## src/rtl/seg7_scan_driver.sv

```systemverilog
// Multiplexed N-digit 7-segment driver: hex decode, decimal points, leading-zero
// blanking, per-digit blank/blink, 16-level PWM brightness and frame-synchronous loading.
module seg7_scan_driver #(
  parameter int unsigned NUM_DIGITS   = 4,
  parameter int unsigned REFRESH_DIV  = 100000,
  parameter int unsigned BLINK_FRAMES = 64,
  parameter int          ACTIVE_LOW   = 1
) (
  input  logic                      clk,
  input  logic                      rst,
  input  logic [4*NUM_DIGITS-1:0]   digits_in,
  input  logic [NUM_DIGITS-1:0]     dp_in,
  input  logic                      load,
  input  logic [NUM_DIGITS-1:0]     blank_mask,
  input  logic [NUM_DIGITS-1:0]     blink_mask,
  input  logic                      lz_blank_en,
  input  logic [3:0]                brightness,
  output logic [NUM_DIGITS-1:0]     an,
  output logic [6:0]                sevenseg,
  output logic                      dp,
  output logic                      frame_done
);

  localparam int unsigned RW = (REFRESH_DIV > 1) ? $clog2(REFRESH_DIV) : 1;
  localparam int unsigned IW = $clog2(NUM_DIGITS);
  localparam int unsigned BW = (BLINK_FRAMES > 1) ? $clog2(BLINK_FRAMES) : 1;
  localparam logic [RW-1:0] REFRESH_LAST = RW'(REFRESH_DIV - 1);
  localparam logic [IW-1:0] IDX_LAST     = IW'(NUM_DIGITS - 1);
  localparam logic [BW-1:0] BLINK_LAST   = BW'(BLINK_FRAMES - 1);
  localparam logic          POL          = (ACTIVE_LOW != 0);

  logic [RW-1:0]             refresh_cnt_q, refresh_cnt_d;
  logic [IW-1:0]             idx_q, idx_d;
  logic [3:0]                pwm_cnt_q, pwm_cnt_d;
  logic [BW-1:0]             blink_cnt_q, blink_cnt_d;
  logic                      blink_phase_q, blink_phase_d;
  logic [4*NUM_DIGITS-1:0]   pend_dig_q, pend_dig_d;
  logic [NUM_DIGITS-1:0]     pend_dp_q, pend_dp_d;
  logic [4*NUM_DIGITS-1:0]   act_dig_q, act_dig_d;
  logic [NUM_DIGITS-1:0]     act_dp_q, act_dp_d;
  logic [NUM_DIGITS-1:0]     an_q, an_d;
  logic [6:0]                seg_q, seg_d;
  logic                      dp_q, dp_d;

  logic                      slot_end, frame_end;
  logic [3:0]                cur_val;
  logic [6:0]                seg_hi;
  logic                      lz_dark, dark, lit;
  logic [NUM_DIGITS-1:0]     an_onehot;

  always_comb begin
    slot_end  = (refresh_cnt_q == REFRESH_LAST);
    frame_end = slot_end && (idx_q == IDX_LAST);

    refresh_cnt_d = slot_end ? '0 : refresh_cnt_q + 1'b1;
    idx_d         = idx_q;
    if (slot_end) begin
      idx_d = (idx_q == IDX_LAST) ? '0 : idx_q + 1'b1;
    end
    pwm_cnt_d = pwm_cnt_q + 4'd1;

    blink_cnt_d   = blink_cnt_q;
    blink_phase_d = blink_phase_q;
    if (frame_end) begin
      if (blink_cnt_q == BLINK_LAST) begin
        blink_cnt_d   = '0;
        blink_phase_d = ~blink_phase_q;
      end else begin
        blink_cnt_d = blink_cnt_q + 1'b1;
      end
    end

    // Active copies the pre-load pending, so a coincident load lands one frame later.
    act_dig_d  = frame_end ? pend_dig_q : act_dig_q;
    act_dp_d   = frame_end ? pend_dp_q  : act_dp_q;
    pend_dig_d = load ? digits_in : pend_dig_q;
    pend_dp_d  = load ? dp_in     : pend_dp_q;
  end

  always_comb begin
    cur_val = act_dig_q[{idx_q, 2'b00} +: 4];
    unique case (cur_val)
      4'h0: seg_hi = 7'h3F;
      4'h1: seg_hi = 7'h06;
      4'h2: seg_hi = 7'h5B;
      4'h3: seg_hi = 7'h4F;
      4'h4: seg_hi = 7'h66;
      4'h5: seg_hi = 7'h6D;
      4'h6: seg_hi = 7'h7D;
      4'h7: seg_hi = 7'h07;
      4'h8: seg_hi = 7'h7F;
      4'h9: seg_hi = 7'h6F;
      4'hA: seg_hi = 7'h77;
      4'hB: seg_hi = 7'h7C;
      4'hC: seg_hi = 7'h39;
      4'hD: seg_hi = 7'h5E;
      4'hE: seg_hi = 7'h79;
      default: seg_hi = 7'h71;
    endcase

    // Shifting out the lower digits leaves this digit and everything above it.
    lz_dark = lz_blank_en && (idx_q != '0) && ((act_dig_q >> {idx_q, 2'b00}) == '0);
    dark    = lz_dark || blank_mask[idx_q] || (blink_mask[idx_q] && blink_phase_q);
    lit     = !dark && (pwm_cnt_q <= brightness);

    an_onehot        = '0;
    an_onehot[idx_q] = lit;
    an_d  = an_onehot ^ {NUM_DIGITS{POL}};
    seg_d = (lit ? seg_hi : 7'h00) ^ {7{POL}};
    dp_d  = (lit && act_dp_q[idx_q]) ^ POL;
  end

  always_ff @(posedge clk) begin
    if (rst) begin
      refresh_cnt_q <= '0;
      idx_q         <= '0;
      pwm_cnt_q     <= '0;
      blink_cnt_q   <= '0;
      blink_phase_q <= 1'b0;
      pend_dig_q    <= '0;
      pend_dp_q     <= '0;
      act_dig_q     <= '0;
      act_dp_q      <= '0;
      an_q          <= {NUM_DIGITS{POL}};
      seg_q         <= {7{POL}};
      dp_q          <= POL;
    end else begin
      refresh_cnt_q <= refresh_cnt_d;
      idx_q         <= idx_d;
      pwm_cnt_q     <= pwm_cnt_d;
      blink_cnt_q   <= blink_cnt_d;
      blink_phase_q <= blink_phase_d;
      pend_dig_q    <= pend_dig_d;
      pend_dp_q     <= pend_dp_d;
      act_dig_q     <= act_dig_d;
      act_dp_q      <= act_dp_d;
      an_q          <= an_d;
      seg_q         <= seg_d;
      dp_q          <= dp_d;
    end
  end

  assign an         = an_q;
  assign sevenseg   = seg_q;
  assign dp         = dp_q;
  assign frame_done = frame_end;

endmodule
```

## config.mk

```make
export PLATFORM = sky130hd
export DESIGN_NAME = seg7_scan_driver
export DESIGN_NICKNAME = d
export VERILOG_FILES = /design/src/rtl/seg7_scan_driver.sv
export SDC_FILE = /design/constraint.sdc
export NUM_CORES = 1
export LEC_CHECK = 0
export ABC_CLOCK_PERIOD_IN_PS = 2750
export BUFFER_PORTS_ARGS = -buffer_cell sky130_fd_sc_hd__buf_4
export CORE_MARGIN = 3
export CORE_UTILIZATION = 48
export DETAILED_ROUTE_END_ITERATION = 6
export PLACE_DENSITY_LB_ADDON = 0.25
export SYNTH_ARGS = -nofsm -noshare
export SYNTH_HDL_FRONTEND = slang
export SYNTH_SLANG_ARGS = --single-unit
```

## constraint.sdc

```tcl
create_clock -name clk -period 2.75 [get_ports clk]
set_clock_uncertainty 0.2 [all_clocks]
set_input_delay 0.4125 -clock clk [delete_from_list [all_inputs] [get_ports clk]]
set_output_delay 0.4125 -clock clk [all_outputs]
set_load 0.01 [all_outputs]
```

== Word-level counts from Yosys, hierarchy flattened ==
Memories as Yosys holds them, arrays and structs flattened.
Index checks and enable logic that the tools add are counted.
Storage, ports and cells
  register bits after elaboration: 82
  memory bits (writable): 0
  memory bits (read-only): 112
  bits of input ports: 36
  latch bits: 0
  output and inout bits: 13
  memories kept: 1
Memory list
  (name not given): words 16, width 7, read ports 1, clocked after Yosys merged registers in 0, wr ports 0, RTL line 82  | unique case (cur_val)
Cells by class
  shift-type cells: 2
  divide/modulo/power cells: 0
  mux-type cells: 11
  $add $sub $neg: 4
  eq/ne operators: 3
  order comparisons: 3
  reductions and logical operators: 14
  bitwise logic cells: 5
  multiply operators: 0
Operators by type and width (number)
  $add A17 B1 Y17 const B: 1
  $eq A17 B17 Y1 const B: 1
  $logic_not A16 Y1: 1
  $shiftx A16 B5 Y4: 1
  $shr A16 B4 Y16: 1
  $logic_and A1 B1 Y1: 7
  $mux W7: 1
  $not A7 Y7: 1
  $add A6 B1 Y6 const B: 1
  $bmux W1 S2: 3
  $eq A6 B6 Y1 const B: 1
  $mux W6: 1
  $add A4 B1 Y4 const B: 1
  $and A4 B4 Y4: 1
  $le A4 B4 Y1: 1
  $mux W1: 4
  $not A4 Y4: 1
  $lt A2 B3 Y1 const B: 1
  $add A2 B1 Y2 const B: 1
  $demux W1 S2: 1
  $eq A2 B2 Y1 const B: 1
  $ge A2 B1 Y1 const B: 1
  $logic_or A1 B1 Y1: 2
  $mux W2: 1
  other kinds (5): 6

== Logic depth before layout (Yosys ltp) ==
Gate-level depths: netlist of run 1.
  word-level depth: 9
  mapped depth: 9
  mapped depth without buffers: 7

== Least setup slack after synthesis of run 1 ==
OpenSTA, ideal clock, no wires.
  path kind: flip-flop to output port
  start point: register refresh_cnt_q[14]
  end point: output port frame_done
  arrival time: 1.798 ns
  buffers on the path: 0
  cell stages (with the launch flop): 4
  setup slack: 0.340 ns
  path through: dfxtp_1 -> or4b_4 -> or4b_4 -> nor4_1
On the way
  longest elaborated chain between the ends: 2
Ends and longest elaborated chain
  start, declared: RTL line 32  | logic [RW-1:0] refresh_cnt_q, refresh_cnt_d;
  start signal, assigned: RTL line 128  | refresh_cnt_q <= refresh_cnt_d;
  $eq A17 B17 Y1: RTL line 52  | slot_end = (refresh_cnt_q == REFRESH_LAST);
  $logic_and A1 B1 Y1: RTL line 53  | frame_end = slot_end && (idx_q == IDX_LAST);
  end, declared: RTL line 21  | output logic frame_done
No other way between the ends.

== Worst setup path after layout of run 1 ==
Same ends and word-level chain as after synthesis.

==> results.txt, run 1 <==
Status - finished, final reports clean
LEAKAGE - 0.00175 uW
TritonCTS clock tree - yes
Min Hold Slack - 87.3 ps
Met2 Use GR - 0.300
Clk slew on worst S/H paths - 90 ps
Worst slack, placed - -175 ps
Max FO, Critical Path - 3
# IOs - 49
Crit Path Class - register to output pin
Layout Nets - 504
Cell area after layout - 4480 um2
Layout Area Growth over Synthesis - 19.9%
Number of cells produced by synthesis - 397
Non-Filler Instances - 556
Vias - 2911
DP Cell Count - 539
Fin crit share - 0.994
Die H - 94.3 um
Starting DRT DRC Count - 120
GR Layer Usage met1 - 0.254
Num CTS Buffers - 9
Pwr Density - 505 nW/um2
Synth top area share - 0.439
Die width - 94.3 um
Worst setup EP type - output pin
N_diodes - 0
Slew @ Worst Pin - 702 ps
Starting Density - 0.505
Unrepaired setup endpoints after global routing - true
Unique cell type count in the Yosys netlist - 45
Initial antenna violation count - 0
Vias per cell - 5.24
Crit path DAT - 2120 ps
Syn_area_per_cell - 9.42 um2
Final GP Congestion - 0.878
H-tree depth - 3
Synth warn - 0
Minimum clock period - 2730 ps
CTS max path bufs - 2
CP Cell Sequence - or4b_4 -> or4b_4 -> nor4_4 -> buf_4
Combinational power share - 0.064
Fmax - 0.366 GHz
Cell mode on critical path - or4b_4
Register area - 1640 um2
Clk pwr share - 0.389
Tot GR Track Use - 0.193
First-pass GRT wire length - 13400 um
Post-synth EDFFs - 0
Largest net degree at the start of global routing - 34
ANT nets after route - 0
Slew headroom - 0.531
Share of post-route cells with drive strength above 1 - 0.311
Vias in the first global route - 2866
Main synth FF type - dfxtp_1
Critical Path RT - 2140 ps
WL final - 7730 um
Sw power - 544 uW
Syn nets - 449
Min-delay worst type - primary input to register
DRC viols - 0
Mapped cell area - 3740 um2
Flop pwr share - 0.547
Critical path's largest stage delay - 560 ps
Clk sinks - 82
Synth top area cells - dfxtp_1 44%, mux2i_1 5.6%, ha_1 5.4%
Sequential share of the synthesized area - 0.439
Clk Latency, worst-skew pair - 350 ps
Final HPWL DP - 5600 um
Die ar. - 8890 um2
M3 GR Usage - 0.0457
Slew Limit Fails - 0
Max_cap viols - 0
Post-CTS Hold Fix Bufs - 0
Area occupied by multi-input gates - 1970 um2
Drt pass-1 iters - 4
Total gr overflow - 0
Avg WL per Cell - 13.9 um
GR peak layer - met2
Fill cell count - 659
Final hold vios - 0
Synth area leader - dfxtp_1
Asr flop ratio synth - 0
Root Buffer - clkbuf_8
Slowest-stage cell, CP - or4b_4
DP Area - 4250 um2
Site Rows - 31
Kind of start point of the critical path - register
Internal - 1720 uW
Switch share - 0.240
Core Region - 7410 um2
Setup violations, final - 0
Worst setup margin - 15.8 ps
Buffers added on ports - 48
VDD IR max - 310 uV
Post-synthesis register bit count - 82
==> worst max-delay path, delay by kind of cell, from the launching register on <==
kind          cells  cell delay, ps
flops             1             340
buf+inv           1             160
simple gates      3            1270
==> power groups by stage <==
stage	registers, uW	logic (uW)	clock network [uW]
after floorplan	1270	77.8	0
after global placement	1270	143	0
after detailed placement	1270	146	0
after CTS	1240	148	899
after global routing	1240	166	950
final	1240	146	880
==> placed cells by master, fill, tap and decap left out, types with 3 or more instances in the layout <==
cell	synthesis	routed
dfxtp_1	82	80
buf_4	0	63
nor2_1	50	50
nand2_1	47	47
nand2_2	21	21
mux2i_1	21	21
a21oi_2	20	20
ha_1	16	16
nand3_1	15	15
inv_1	14	14
a21oi_1	12	12
xor2_1	11	11
clkbuf_8	0	9
xnor2_1	8	8
mux4_2	7	7
nand4_1	6	6
nor2b_1	4	4
o21ai_0	4	4
or3_1	3	3
nor4_1	4	3
nand2b_1	3	3
==> final timing paths <==
check	cells past startpoint	endpoint	start	slack (ps)
setup / recovery	4	frame_done	refresh_cnt_q[14]	20
setup reg to reg	7	blink_cnt_q[3]	refresh_cnt_q[14]	190
hold / removal	3	pend_dig_q[3]	digits_in[3]	90
hold reg to reg	2	act_dig_q[5]	pend_dig_q[5]	260
==> synth_stat cells, drive strengths merged (2+ instances only) <==
cell type / number
mux2: 2
inv: 14
xnor2: 8
nor4: 5
nand3: 15
a22oi: 2
nand2b: 3
a211oi: 2
o21ai: 4
and2: 2
ha: 16
o211ai: 2
nor3: 3
nor2: 50
nor2b: 4
or4: 2
xor2: 11
mux4: 7
buf: 7
clkbuf: 13
dfxtp: 82
nor4b: 2
nand2: 68
or4b: 2
a21oi: 32
or3: 3
mux2i: 21
nand4: 6
==> per-layer routing <==
layer | up-vias | share of wire
met4 | 0 | 0.014
met1 | 1364 | 0.46
met2 | 78 | 0.46
li1 | 1460 | -
met5 | - | 0
met3 | 9 | 0.066
==> area by class of cell <==
class / count / area share
clock buffer: 9 / 0.0276
clock inverter: 7 / 0.0170
inverter: 14 / 0.0117
multi-input combinational: 281 / 0.439
sequential: 82 / 0.367
tap: 99 / 0.0276
timing repair buffer: 64 / 0.110
==> per-stage QoR <==
| step | power (uW) | TNS [ps] | utilization |
|---|---|---|---|
| final | 2270 | 0 | 0.605 |
| after global routing | 2360 | -47.2 | 0.605 |
| after CTS | 2290 | 0 | 0.605 |
| after detailed placement | 1410 | -400 | 0.574 |
| after global placement | 1410 | -91.7 | 0.574 |
| after floorplan | 1350 | 0 | - |
==> cells by family (layout without fill, tap and decap cells) <==
family | count (synthesis) | in the layout | synth area share
AND/OR/NAND/NOR | 169 | 169 | 0.228
flip-flops | 82 | 82 | 0.439
AO/OA/AOI/OAI | 47 | 47 | 0.0913
buffers and inverters | 34 | 94 | 0.0395
multiplexers | 30 | 30 | 0.104
XOR/XNOR | 19 | 19 | 0.0445
adder cells (fa/ha/maj) | 16 | 16 | 0.0535
==> what timing repair did <==
action | 4_1_cts | 5_1_grt
setup endpoints to repair | 8 | 1
pin swaps | 2 | 0
gates resized for setup | 5 | 0
setup buffers | 1 | 0
==> flip-flops by register name, indices dropped and copies added, names as in the netlist <==
name           cells
blink_phase_q      1
blink_cnt_q        6
an                 4
pend_dig_q        16
dp                 1
idx_q              2
pwm_cnt_q          4
sevenseg           7
refresh_cnt_q     17
act_dig_q         16
pend_dp_q          4
act_dp_q           4
(Power assumes the default switching activity.)
==> run 2: changes to the inputs <==
--- a/config.mk
+++ b/config.mk
@@ -7,7 +7,7 @@
 export LEC_CHECK = 0
 export ABC_CLOCK_PERIOD_IN_PS = 2750
 export BUFFER_PORTS_ARGS = -buffer_cell sky130_fd_sc_hd__buf_4
-export CORE_MARGIN = 3
+export CORE_MARGIN = 2
 export CORE_UTILIZATION = 48
 export DETAILED_ROUTE_END_ITERATION = 6
 export PLACE_DENSITY_LB_ADDON = 0.25
==> constraint.sdc (replaced) <==
create_clock -name clk -period 2.75 [get_ports clk]
set_clock_uncertainty 0.2 [all_clocks]
set_input_delay 0.275 -clock clk [delete_from_list [all_inputs] [get_ports clk]]
set_output_delay 0.275 -clock clk [all_outputs]
set_load 0.01 [all_outputs]
==> run 2 against run 1 <==
Sequential cell count unchanged. Worst setup slack better by 98 ps. Utilization down 0.57 points. Largest cell class unchanged.
==> results.txt, run 2 (synthesized netlist as in run 1, its figures left out) <==
Status - finished, final reports clean
Unrepaired setup endpoints after global routing - false
First-pass GRT wire length - 12700 um
Critical path's largest stage delay - 540 ps
TritonCTS clock tree - yes
Clk sinks - 82
Buffers added on ports - 48
Min-delay worst type - primary input to register
Vias in the first global route - 2763
Clk Latency, worst-skew pair - 340 ps
Minimum clock period - 2640 ps
Reg-to-Reg Start - refresh_cnt_q[11]
CTS max path bufs - 2
Combinational power share - 0.073
R2R cell count - 6
Total power draw - 2280 uW
Fin crit share - 0.959
Share of post-route cells with drive strength above 1 - 0.278
Starting DRT DRC Count - 84
Kind of start point of the critical path - register
Vias per cell - 5.12
Postcts setup bufs - 0
Slew Limit Fails - 0
Commonest non-fill, non-tap cell in the layout - dfxtp_1
N_diodes - 0
Top Registers - refresh_cnt_q (17), act_dig_q (16), pend_dig_q (16)
# IOs - 49
Crit path DAT - 2160 ps
Slowest-stage cell, CP - or4b_4
Worst setup margin - 113 ps
Min Hold Slack - 21.2 ps
Cell mode on critical path - or4b_4
Clk slew on worst S/H paths - 70 ps
LEAKAGE - 0.00177 uW
Fmax - 0.379 GHz
Largest net degree at the start of global routing - 56
RR Endpoint - blink_cnt_q[3]
Worst Hold Depth - 3
Final HPWL DP - 5270 um
Max reg flops - 17
Hold EP - pend_dig_q[1]
Worst hold start - digits_in[1]
ANT nets after route - 0
Slew @ Worst Pin - 698 ps
Num CTS Buffers - 9
Worst path top cell family by delay - simple AND/OR/NAND/NOR gates
Worst setup EP type - output pin
Pwr Density - 498 nW/um2
Site Rows - 32
Switch share - 0.221
Critical Path RT - 2280 ps
Die ar. - 8510 um2
Most frequent cells in the layout - 82 x dfxtp_1, 55 x buf_4, 50 x nor2_1, 47 x nand2_1
Max FO, Critical Path - 4
Tot GR Track Use - 0.184
Root Buffer - clkbuf_8
Flop-to-flop setup slack - 340 ps
CP Cell Sequence - or4b_4 -> or4b_4 -> nor4_2 -> buf_4
Worst slack, placed - 345 ps
Final GP Congestion - 0.897
Drt pass-1 iters - 4
Clk pwr share - 0.383
Layout Area Growth over Synthesis - 22.6%
DRC viols - 0
Final hold vios - 0
Crit Path Class - register to output pin
Total gr overflow - 0
WL final - 7480 um
Setup violations, final - 0
VDD IR max - 254 uV
Layout Nets - 514
Buf/Inv on CP - 1
Slew headroom - 0.535
Setup TNS - 0 ps
Largest Register - refresh_cnt_q
Core Util, Final - 0.600
Vias - 2911
Internal - 1780 uW
Starting Density - 0.489
Die H - 92.3 um
Flop pwr share - 0.543
Initial antenna violation count - 0
Sw power - 506 uW
H-tree depth - 3
Die width - 92.3 um
Max_cap viols - 0
Core Region - 7650 um2
Avg WL per Cell - 13.1 um
## run 2: routing by layer
metal | GRT usage | vias to the layer above | share of wire | wire length, um
met5 | 0 | - | 0 | 0
met4 | 0.0697 | 0 | 0.012 | 87
met3 | 0.0337 | 9 | 0.040 | 297
met2 | 0.314 | 64 | 0.48 | 3600
met1 | 0.232 | 1366 | 0.47 | 3500
li1 | - | 1472 | - | -
## run 2: layout make-up
type | instances | area (um2)
repair buffers | 74 | 603
well taps | 102 | 128
inverters | 14 | 52.6
clock buffers | 11 | 151
clock inverters | 5 | 52.6
fillers | 681 | 3060
multi-input cells | 281 | 1960
flip-flops and latches | 82 | 1640
## run 2: timing repair
action / 4_1_cts / 5_1_grt
gates resized for setup: 0 / 1
endpoints found under the setup margin: 0 / 1
endpoints found under the hold margin: 19 / 0
hold buffers: 19 / 0
## run 2: power by group through the flow
stage                     Combinational (uW)  Sequential (uW)  Clock, uW
after floorplan                         77.8             1270          0
after global placement                   144             1270          0
after detailed placement                 146             1270          0
after CTS                                168             1240        899
after global routing                     186             1250        943
final                                    167             1240        876
## run 2: metrics by stage
stage / instances / instance area [um2]
floorplan: 397 / 3740
detailed placement: 534 / 4190
finish: 569 / 4590
CTS: 569 / 4580
global placement: 534 / 4190
global route: 569 / 4590
## run 2: worst max path at each step
stage                     endpoint               from  cells past startpoint  slack, ps
detailed placement  blink_cnt_q[3]  refresh_cnt_q[11]                      6        340
floorplan              sevenseg[4]           idx_q[0]                      9        460
finish                  frame_done  refresh_cnt_q[11]                      4        110
global placement    blink_cnt_q[5]  refresh_cnt_q[14]                      5        370
global route            frame_done  refresh_cnt_q[11]                      4         20
CTS                     frame_done  refresh_cnt_q[11]                      4         30
## run 2: worst register-to-register path, stage by stage, from the launching register on
cell,delay [ps]
dfxtp_1,350
or4b_4,530
or4b_4,540
nor3_4,190
buf_4,230
a31o_1,170
a21oi_1,50
==> run 3: changes to the inputs <==
--- a/config.mk
+++ b/config.mk
@@ -10,6 +10,7 @@
 export CORE_MARGIN = 2
 export CORE_UTILIZATION = 48
 export DETAILED_ROUTE_END_ITERATION = 6
+export MAX_ROUTING_LAYER = met4
 export PLACE_DENSITY_LB_ADDON = 0.25
 export SYNTH_ARGS = -nofsm -noshare
 export SYNTH_HDL_FRONTEND = slang
==> run 3 against run 2 <==
Utilization unchanged. Maximum frequency down 0.24%. Non-clock buffer count unchanged. Die area unchanged. Total power up 0.11%. Sequential power about the same. Critical path type unchanged.
==> results.txt, run 3 (synthesized netlist as in run 1, its figures left out) <==
Status - finished, final reports clean
Non-Filler Instances - 569
Worst Hold Depth - 3
Worst path top cell family by delay - simple AND/OR/NAND/NOR gates
RR Endpoint - sevenseg[2]
Fin crit share - 0.961
Slew Limit Fails - 0
Postcts setup bufs - 0
Core Region - 7650 um2
Largest net degree at the start of global routing - 56
WL final - 7450 um
Layout Nets - 514
Starting Density - 0.489
R2R cell count - 6
Unrepaired setup endpoints after global routing - false
Max reg flops - 17
Avg WL per Cell - 13.1 um
Layout Area Growth over Synthesis - 22.6%
Worst hold start - digits_in[1]
Die width - 92.3 um
Kind of start point of the critical path - register
Fill cell count - 681
Root Buffer - clkbuf_8
LEAKAGE - 0.00177 uW
Buffers added on ports - 48
Final GP Congestion - 0.912
Largest Register - refresh_cnt_q
H-tree depth - 3
Total power draw - 2290 uW
TritonCTS clock tree - yes
Vias in the first global route - 2763
Clk slew on worst S/H paths - 70 ps
Site Rows - 32
Min Hold Slack - 16.9 ps
Reg-to-Reg Start - idx_q[0]
Worst setup margin - 107 ps
Pwr Density - 499 nW/um2
Most frequent cells in the layout - 82 x dfxtp_1, 55 x buf_4, 50 x nor2_1, 47 x nand2_1
Flop-to-flop setup slack - 340 ps
Vias per cell - 5.12
Crit path DAT - 2170 ps
Crit Path Class - register to output pin
Top Registers - refresh_cnt_q (17), act_dig_q (16), pend_dig_q (16)
VDD IR max - 255 uV
Worst setup EP type - output pin
Share of post-route cells with drive strength above 1 - 0.278
N_diodes - 0
Clk sinks - 82
Slew headroom - 0.540
Vias - 2915
Setup violations, final - 0
Cell mode on critical path - or4b_4
First-pass GRT wire length - 12600 um
Total gr overflow - 0
# IOs - 49
Hold EP - pend_dig_q[1]
Setup TNS - 0 ps
Buf/Inv on CP - 1
Critical path's largest stage delay - 540 ps
Commonest non-fill, non-tap cell in the layout - dfxtp_1
Final hold vios - 0
Slew @ Worst Pin - 690 ps
Worst slack, placed - 345 ps
CTS max path bufs - 2
Critical Path RT - 2280 ps
ANT nets after route - 0
Die ar. - 8510 um2
Initial antenna violation count - 0
Clk Latency, worst-skew pair - 340 ps
Max FO, Critical Path - 4
Slowest-stage cell, CP - or4b_4
Minimum clock period - 2640 ps
Fmax - 0.378 GHz
Die H - 92.3 um
DP Cell Count - 534
DRC viols - 0
Tot GR Track Use - 0.189
Final HPWL DP - 5270 um
Num CTS Buffers - 9
Max_cap viols - 0
CP Cell Sequence - or4b_4 -> or4b_4 -> nor4_2 -> buf_4
Starting DRT DRC Count - 93
Drt pass-1 iters - 4
Min-delay worst type - primary input to register
run 3: where the power goes:
group / leakage, uW / switching, uW / internal, uW
Combinational: 0.000996 / 72.3 / 95.0
Sequential: 0.000668 / 21.9 / 1220
Clock: 0.000105 / 414 / 464
Total: 0.00177 / 508 / 1780
run 3: stage by stage:
step,util,instance area [um2]
floorplan,-,3740
global placement,0.547,4190
detailed placement,0.547,4190
CTS,0.599,4580
global route,0.600,4590
finish,0.600,4590
run 3: worst min-delay path, delay by kind of cell:
kind | cells | cell delay [ps]
buffers and inverters | 1 | 90
AND/OR/NAND/NOR | 1 | 90
multiplexers | 1 | 60
run 3: cell type report:
class	count	area (um2)	area share
clock inverters	5	52.6	0.0115
flip-flops and latches	82	1640	0.358
repair buffers	74	603	0.132
clock buffers	11	151	0.0330
well taps	102	128	0.0278
inverters	14	52.6	0.0115
multi-input cells	281	1960	0.427
run 3: metal layers:
metal | global-route usage | up-vias | routed length, um
met5 | - | - | 0
met4 | 0.0697 | 0 | 127
met3 | 0.0337 | 11 | 293
met2 | 0.314 | 55 | 3560
met1 | 0.231 | 1379 | 3460
li1 | - | 1470 | -
run 3: repair_timing:
action,CTS,global route
setup endpoints to repair,0,1
hold endpoints to repair,19,0
resized for setup,0,1
hold buffers,19,0
run 3: worst max path at each step:
stage                      start              to  slack [ps]  cells after the start
2_1_floorplan           idx_q[0]     sevenseg[4]         460                      9
3_3_place_gp   refresh_cnt_q[14]  blink_cnt_q[5]         370                      5
3_5_place_dp   refresh_cnt_q[11]  blink_cnt_q[3]         340                      6
4_1_cts        refresh_cnt_q[11]      frame_done          30                      4
5_1_grt        refresh_cnt_q[11]      frame_done          20                      4
6_report       refresh_cnt_q[11]      frame_done         110                      4
